`src/rtl/imem_fetch_buffer_if.sv`:
```
// Bus bundle between the instruction fetch buffer and its consumer/loader.
// Carries the program-load port, the branch redirect and the valid/ready
// instruction stream toward the Fetch stage.
interface imem_fetch_buffer_if #(
  parameter int N  = 32,
  parameter int AW = 6,
  parameter int CW = 3
);
  logic          load_en;
  logic [AW-1:0] load_addr;
  logic [N-1:0]  load_data;
  logic          redirect;
  logic [63:0]   redirect_pc;
  logic          instr_ready;
  logic          instr_valid;
  logic [N-1:0]  instr;
  logic [63:0]   instr_pc;
  logic [CW-1:0] fifo_count;

  // Pipeline side: loads programs, steers fetch and consumes instructions.
  modport master (
    output load_en, load_addr, load_data, redirect, redirect_pc, instr_ready,
    input  instr_valid, instr, instr_pc, fifo_count
  );

  // Fetch buffer side.
  modport slave (
    input  load_en, load_addr, load_data, redirect, redirect_pc, instr_ready,
    output instr_valid, instr, instr_pc, fifo_count
  );
endinterface

```
`src/rtl/imem_fetch_buffer.sv`:
```
// Writable instruction memory with a prefetch engine feeding a small FIFO.
// The memory is single-ported: a program load steals the port for that cycle.
// A read issued at one edge lands in the FIFO at the next edge; issue is
// throttled by counting FIFO occupancy plus the read in flight, so the FIFO
// can never overflow. Redirect discards everything prefetched.
module imem_fetch_buffer #(
  parameter int          N          = 32,
  parameter int          DEPTH      = 64,
  parameter int          AW         = $clog2(DEPTH),
  parameter int          FIFO_DEPTH = 4,
  parameter logic [63:0] RESET_PC   = 64'h0
) (
  input logic                clk,
  input logic                reset,
  imem_fetch_buffer_if.slave bus
);
  localparam int PW = $clog2(FIFO_DEPTH);
  localparam int CW = PW + 1;

  logic [N-1:0] mem [DEPTH];

  logic [63:0]   fetch_pc_reg;
  logic          rd_valid_reg;
  logic [N-1:0]  rd_data_reg;
  logic [63:0]   rd_pc_reg;
  logic [PW-1:0] wr_ptr_reg;
  logic [PW-1:0] rd_ptr_reg;
  logic [CW-1:0] count_reg;

  logic [FIFO_DEPTH-1:0][N-1:0] fifo_data;
  logic [FIFO_DEPTH-1:0][63:0]  fifo_pc;

  logic [61:0]   word_idx;
  logic          in_range;
  logic [AW-1:0] rd_addr;
  logic [CW:0]   credits_used;
  logic          issue;
  logic          push;
  logic          pop;

  // Addresses past the end of memory read as zero, like the old ROM.
  assign word_idx     = fetch_pc_reg[63:2];
  assign in_range     = word_idx < 62'(DEPTH);
  assign rd_addr      = fetch_pc_reg[AW+1:2];
  // A read in flight already owns a FIFO slot.
  assign credits_used = {1'b0, count_reg} + (CW+1)'(rd_valid_reg);
  assign issue = !reset && !bus.redirect && !bus.load_en &&
                 (credits_used < (CW+1)'(FIFO_DEPTH));
  assign push  = rd_valid_reg && !bus.redirect;
  assign pop   = (count_reg != '0) && bus.instr_ready && !bus.redirect;

  // Memory array: loads win the port; prefetch reads are registered.
  always_ff @(posedge clk) begin
    if (bus.load_en && !reset) begin
      mem[bus.load_addr] <= bus.load_data;
    end
    if (issue) begin
      rd_data_reg <= in_range ? mem[rd_addr] : '0;
    end
  end

  // Prefetch PC and the in-flight read tag.
  always_ff @(posedge clk) begin
    if (reset) begin
      fetch_pc_reg <= RESET_PC;
      rd_valid_reg <= 1'b0;
      rd_pc_reg    <= '0;
    end else if (bus.redirect) begin
      fetch_pc_reg <= bus.redirect_pc & ~64'h3;
      rd_valid_reg <= 1'b0;
    end else begin
      rd_valid_reg <= issue;
      if (issue) begin
        rd_pc_reg    <= fetch_pc_reg;
        fetch_pc_reg <= fetch_pc_reg + 64'd4;
      end
    end
  end

  // FIFO pointers and occupancy; redirect empties the queue in place.
  always_ff @(posedge clk) begin
    if (reset) begin
      wr_ptr_reg <= '0;
      rd_ptr_reg <= '0;
      count_reg  <= '0;
    end else if (bus.redirect) begin
      rd_ptr_reg <= wr_ptr_reg;
      count_reg  <= '0;
    end else begin
      if (push) wr_ptr_reg <= wr_ptr_reg + PW'(1);
      if (pop)  rd_ptr_reg <= rd_ptr_reg + PW'(1);
      case ({push, pop})
        2'b10:   count_reg <= count_reg + CW'(1);
        2'b01:   count_reg <= count_reg - CW'(1);
        default: count_reg <= count_reg;
      endcase
    end
  end

  // One storage slot per FIFO entry, written when the tail points at it.
  for (genvar gi = 0; gi < FIFO_DEPTH; gi++) begin : g_entry
    logic [N-1:0] data_reg;
    logic [63:0]  pc_reg;

    // Entry capture; cleared at reset so the head reads zero afterwards.
    always_ff @(posedge clk) begin
      if (reset) begin
        data_reg <= '0;
        pc_reg   <= '0;
      end else if (push && (wr_ptr_reg == PW'(gi))) begin
        data_reg <= rd_data_reg;
        pc_reg   <= rd_pc_reg;
      end
    end

    assign fifo_data[gi] = data_reg;
    assign fifo_pc[gi]   = pc_reg;
  end

  assign bus.instr_valid = (count_reg != '0);
  assign bus.instr       = fifo_data[rd_ptr_reg];
  assign bus.instr_pc    = fifo_pc[rd_ptr_reg];
  assign bus.fifo_count  = count_reg;
endmodule

```
`src/flat_wrapper.sv`:
```
// flat-port wrapper written by rule: the top's interface ports become plain ports
module imem_fetch_buffer_flat 
#(
  parameter int          N          = 32,
  parameter int          DEPTH      = 64,
  parameter int          AW         = $clog2(DEPTH),
  parameter int          FIFO_DEPTH = 4,
  parameter logic [63:0] RESET_PC   = 64'h0
)
  (clk, reset, bus_load_en, bus_load_addr, bus_load_data, bus_redirect, bus_redirect_pc, bus_instr_ready, bus_instr_valid, bus_instr, bus_instr_pc, bus_fifo_count);
  imem_fetch_buffer_if #(.N(N), .AW(AW), .CW((3))) bus_i ();
  input logic clk;
  input logic reset;
  input wire logic [$bits(bus_i.load_en)-1:0] bus_load_en;
  input wire logic [$bits(bus_i.load_addr)-1:0] bus_load_addr;
  input wire logic [$bits(bus_i.load_data)-1:0] bus_load_data;
  input wire logic [$bits(bus_i.redirect)-1:0] bus_redirect;
  input wire logic [$bits(bus_i.redirect_pc)-1:0] bus_redirect_pc;
  input wire logic [$bits(bus_i.instr_ready)-1:0] bus_instr_ready;
  output wire logic [$bits(bus_i.instr_valid)-1:0] bus_instr_valid;
  output wire logic [$bits(bus_i.instr)-1:0] bus_instr;
  output wire logic [$bits(bus_i.instr_pc)-1:0] bus_instr_pc;
  output wire logic [$bits(bus_i.fifo_count)-1:0] bus_fifo_count;
  assign bus_i.load_en = bus_load_en;
  assign bus_i.load_addr = bus_load_addr;
  assign bus_i.load_data = bus_load_data;
  assign bus_i.redirect = bus_redirect;
  assign bus_i.redirect_pc = bus_redirect_pc;
  assign bus_i.instr_ready = bus_instr_ready;
  assign bus_instr_valid = bus_i.instr_valid;
  assign bus_instr = bus_i.instr;
  assign bus_instr_pc = bus_i.instr_pc;
  assign bus_fifo_count = bus_i.fifo_count;
  imem_fetch_buffer #(.N(N), .DEPTH(DEPTH), .AW(AW), .FIFO_DEPTH(FIFO_DEPTH), .RESET_PC(RESET_PC)) u_core (.clk(clk), .reset(reset), .bus(bus_i));
endmodule
```
`config.mk`:
```
export PLATFORM = sky130hd
export DESIGN_NAME = imem_fetch_buffer_flat
export DESIGN_NICKNAME = d
export VERILOG_FILES = /design/src/rtl/imem_fetch_buffer_if.sv /design/src/rtl/imem_fetch_buffer.sv /design/src/flat_wrapper.sv
export SDC_FILE = /design/constraint.sdc
export NUM_CORES = 2
export LEC_CHECK = 0
export CAP_MARGIN = 30
export CORE_MARGIN = 1
export CORE_UTILIZATION = 35
export CTS_BUF_LIST = sky130_fd_sc_hd__clkbuf_8
export DETAILED_ROUTE_END_ITERATION = 7
export GPL_ROUTABILITY_DRIVEN = 0
export PLACE_DENSITY = 0.57
export SLEW_MARGIN = 20
export SYNTH_ARGS = -nofsm -noshare
export SYNTH_HDL_FRONTEND = slang
export SYNTH_SLANG_ARGS = --single-unit
```
`constraint.sdc`:
```
create_clock -name clk -period 4 [get_ports clk]
set_input_delay 0.4 -clock clk [delete_from_list [all_inputs] [get_ports clk]]
set_output_delay 0.4 -clock clk [all_outputs]
set_load 0.1 [all_outputs]
```
==> results.toml <==
[worst_setup_path]
path_max_fanout = 47
r2r_setup_slack_ps = 660
reg2reg_to = "u_core.rd_data_reg[26]"
slowest_delay_ps = 920
cp_common_cell = "buf_4"
crit_end = "bus_instr[11]"
critPathKind = "flip-flop to primary output"
timing.rr.start = "u_core.fetch_pc_reg[3]"
required_ps = 3600
crit_path_start_kind = "flip-flop"
reg2reg_depth = 8
worstSetupEndpointType = "primary output"
critPathSlowestCell = "dfxtp_4"
crit_arrival_ps = 3020
cp-startpoint = "u_core.rd_ptr_reg[1]"
crit_chain = "buf_4 -> mux4_2 -> buf_4"

[timing]
fin_skew_ps = 104
drv_slew = 0
setup_tns_ps = 0
max_freq_mhz = 292
finalHoldViolCount = 0
tightest_slew_ps = 1130
slew_headroom_pct = 24.5
timing.final.crit_share_pct = 85.6
final-setup-viol-count = 0
period_needed_ps = 3420
rsz0062_at_grt = "false"

[grt]
grt_pass1_wl_um = 406000
grt_antenna_before_repair = 23
grt_pass1_vias = 58600
track_usage_pct = 19.0
grt_overflow = 0
grt_max_degree = 247

[yosys]
synth_seq_cells = 2588
synth-edff-count = 2080
synth_area_mm2 = 0.101
synthArstFlopShare_pct = 0
synth_warnings = 0
avgSynthCellArea_um2 = 16.0
yosysSeqAreaShare_pct = 72.0
synthCells = 6312
ys_types = 65
synth_flop_cell = "edfxtp_1"

[cells_and_area]
fillers = 25900
largest_reg_flops = 2048
multi_input_area_mm2 = 0.0269
final_cell_mix = "edfxtp_1, nand2_1, dfxtp_1, a21oi_1, clkbuf_8"
register_area_mm2 = 0.0727
drive_above_1_share_pct = 22.5
mostFrequentLayoutCell = "edfxtp_1"
final_net_count = 6942
area_growth_pct = 15.9

[power_and_ir_drop]
sw_frac_of_total_pct = 23.4
power_density_mw_per_mm2 = 453
ir_drop_mv = 0.270
p_switching_uw = 12400
p_int_uw = 40600
p_leak_uw = 0.0370
seq_power_share_pct = 55.3
pwr-share-comb_pct = 5.7
p_clk_share_pct = 39.0
power_uw = 53000

[clock_tree]
cts_setup_buffers = 0
cts_made_buffers = 422
clockRootBuffer = "clkbuf_8"
cts_sinks = 2588
clk_pin_slew_ps = 60
cts_max_level = 5
clk_latency_ps = 1020
cts_buffer_depth = 4
tritoncts = "done"

[run_status]
status = "complete, no violations"

[routing]
drt_first_pass_iters = 5
drt-initial-drc-count = 5989
drtAntennaViolNets = 0
wl_per_cell_um = 26.0
drc = 0
vias = 58800
vias_per_cell = 5.39
finalWirelength_um = 284000

[floorplanning]
start_util_pct = 35.3
die_w_um = 539
core_mm2 = 0.286
die_y_um = 539
placementRows = 196
dieArea_mm2 = 0.290
ios = 207

[placement]
hpwl_um = 162000
port_buffers = 202

[worst_hold_path]
hp-class = "input port to flip-flop"

[flow_run]
drv_cap = 0
==> per-layer routing <==
layer  share of wire (%)  GRT usage [%]  up-vias
met2                  47           30.5     2195
met4                 2.3           4.83       10
met1                  43           26.2    30600
met5               0.024              0        -
li1                    -              -    25500
met3                 7.8           4.16      421
==> synthesized netlist by cell type, types with 12 or more instances <==
| cell | instances | share of area [%] |
|---|---|---|
| edfxtp_1 | 2080 | 62 |
| nand2_1 | 1010 | 3.8 |
| dfxtp_1 | 508 | 10 |
| a21oi_1 | 494 | 2.5 |
| mux4_2 | 414 | 9.2 |
| clkbuf_1 | 267 | 0.99 |
| mux2i_1 | 258 | 2.6 |
| mux2_2 | 192 | 2.1 |
| o22ai_1 | 171 | 1.1 |
| nor2_1 | 123 | 0.46 |
| buf_2 | 121 | 0.60 |
| a211oi_1 | 81 | 0.60 |
| o21ai_0 | 49 | 0.24 |
| nor2b_1 | 40 | 0.25 |
| nor4_1 | 36 | 0.22 |
| a22oi_1 | 34 | 0.25 |
| nand3_1 | 34 | 0.17 |
| or4_1 | 33 | 0.25 |
| a22o_1 | 32 | 0.28 |
| a41oi_1 | 32 | 0.28 |
| o211a_1 | 32 | 0.32 |
| o31ai_1 | 32 | 0.24 |
| buf_1 | 31 | 0.12 |
| xnor2_1 | 29 | 0.25 |
| nor3_1 | 23 | 0.11 |
| nand4_1 | 19 | 0.12 |
| inv_1 | 18 | 0.067 |
| and3_1 | 12 | 0.074 |
==> worst min path at each step <==
stage                     cells past startpoint  slack (ps)                            to                          from
after detailed placement                      2         450  u_core.g_entry[2].pc_reg[49]  u_core.g_entry[2].pc_reg[49]
after floorplan                               2         430  u_core.g_entry[1].pc_reg[63]  u_core.g_entry[1].pc_reg[63]
final                                         3          90       u_core.fetch_pc_reg[45]           bus_redirect_pc[45]
after CTS                                     3           3       u_core.fetch_pc_reg[39]           bus_redirect_pc[39]
after global placement                        2         440  u_core.g_entry[3].pc_reg[54]  u_core.g_entry[3].pc_reg[54]
after global routing                          3          30       u_core.fetch_pc_reg[45]           bus_redirect_pc[45]
==> power by group through the flow <==
stage / Clock, uW / Combinational [uW] / Sequential [uW]
finish: 20700 / 3020 / 29300
detailed placement: 0 / 3000 / 29900
floorplan: 0 / 1650 / 29800
global placement: 0 / 2960 / 29900
CTS: 21100 / 3050 / 29300
global route: 22200 / 3200 / 29300
==> layout make-up <==
cell class | instances | share of cell area [%]
Tap cell | 3762 | 4.03
Clock buffer | 446 | 5.25
Sequential cell | 2588 | 62.1
Timing Repair Buffer | 525 | 4.37
Antenna cell | 9 | 0.0193
Multi-Input combinational cell | 3272 | 23.0
Inverter | 19 | 0.0631
Clock inverter | 290 | 1.10
==> cell families (layout without fill, tap and decap cells) <==
kind of cell,after synthesis,count (layout),share of synthesized area (%)
adders and majority gates,7,7,0.0943
buffers and inverters,453,1280,1.91
AOI/OAI and AO/OA,983,983,5.94
xor gates and xnor gates,37,37,0.321
muxes,864,864,13.9
DFF,2588,2588,72.0
other,1,11,0.00372
and+or+nand+nor,1379,1379,5.80
==> timing repair <==
item / 4_1_cts / 5_1_grt
hold buffers: 46 / 3
hold endpoints to repair: 465 / 74
resized for setup: 0 / 0
==> worst max-delay path, delay by kind of cell, from the launching register on <==
kind / cells / cell delay (ps)
multiplexers: 1 / 420
buffers and inverters: 2 / 630
flip-flops: 1 / 920
==> through the flow <==
stage | instances | cell area [um2] | setup slack (ps) | utilization, % | hold slack [ps]
global route | 10900 | 117000 | 488 | 40.9 | 28.6
CTS | 10900 | 117000 | 489 | 40.8 | 3.22
global placement | 10100 | 109000 | 692 | 38.0 | 438
detailed placement | 10100 | 109000 | 715 | 38.1 | 445
floorplan | 6313 | 101000 | 608 | - | 433
finish | 10900 | 117000 | 575 | 40.9 | 88.6
Power figures use the tool's default switching activity.
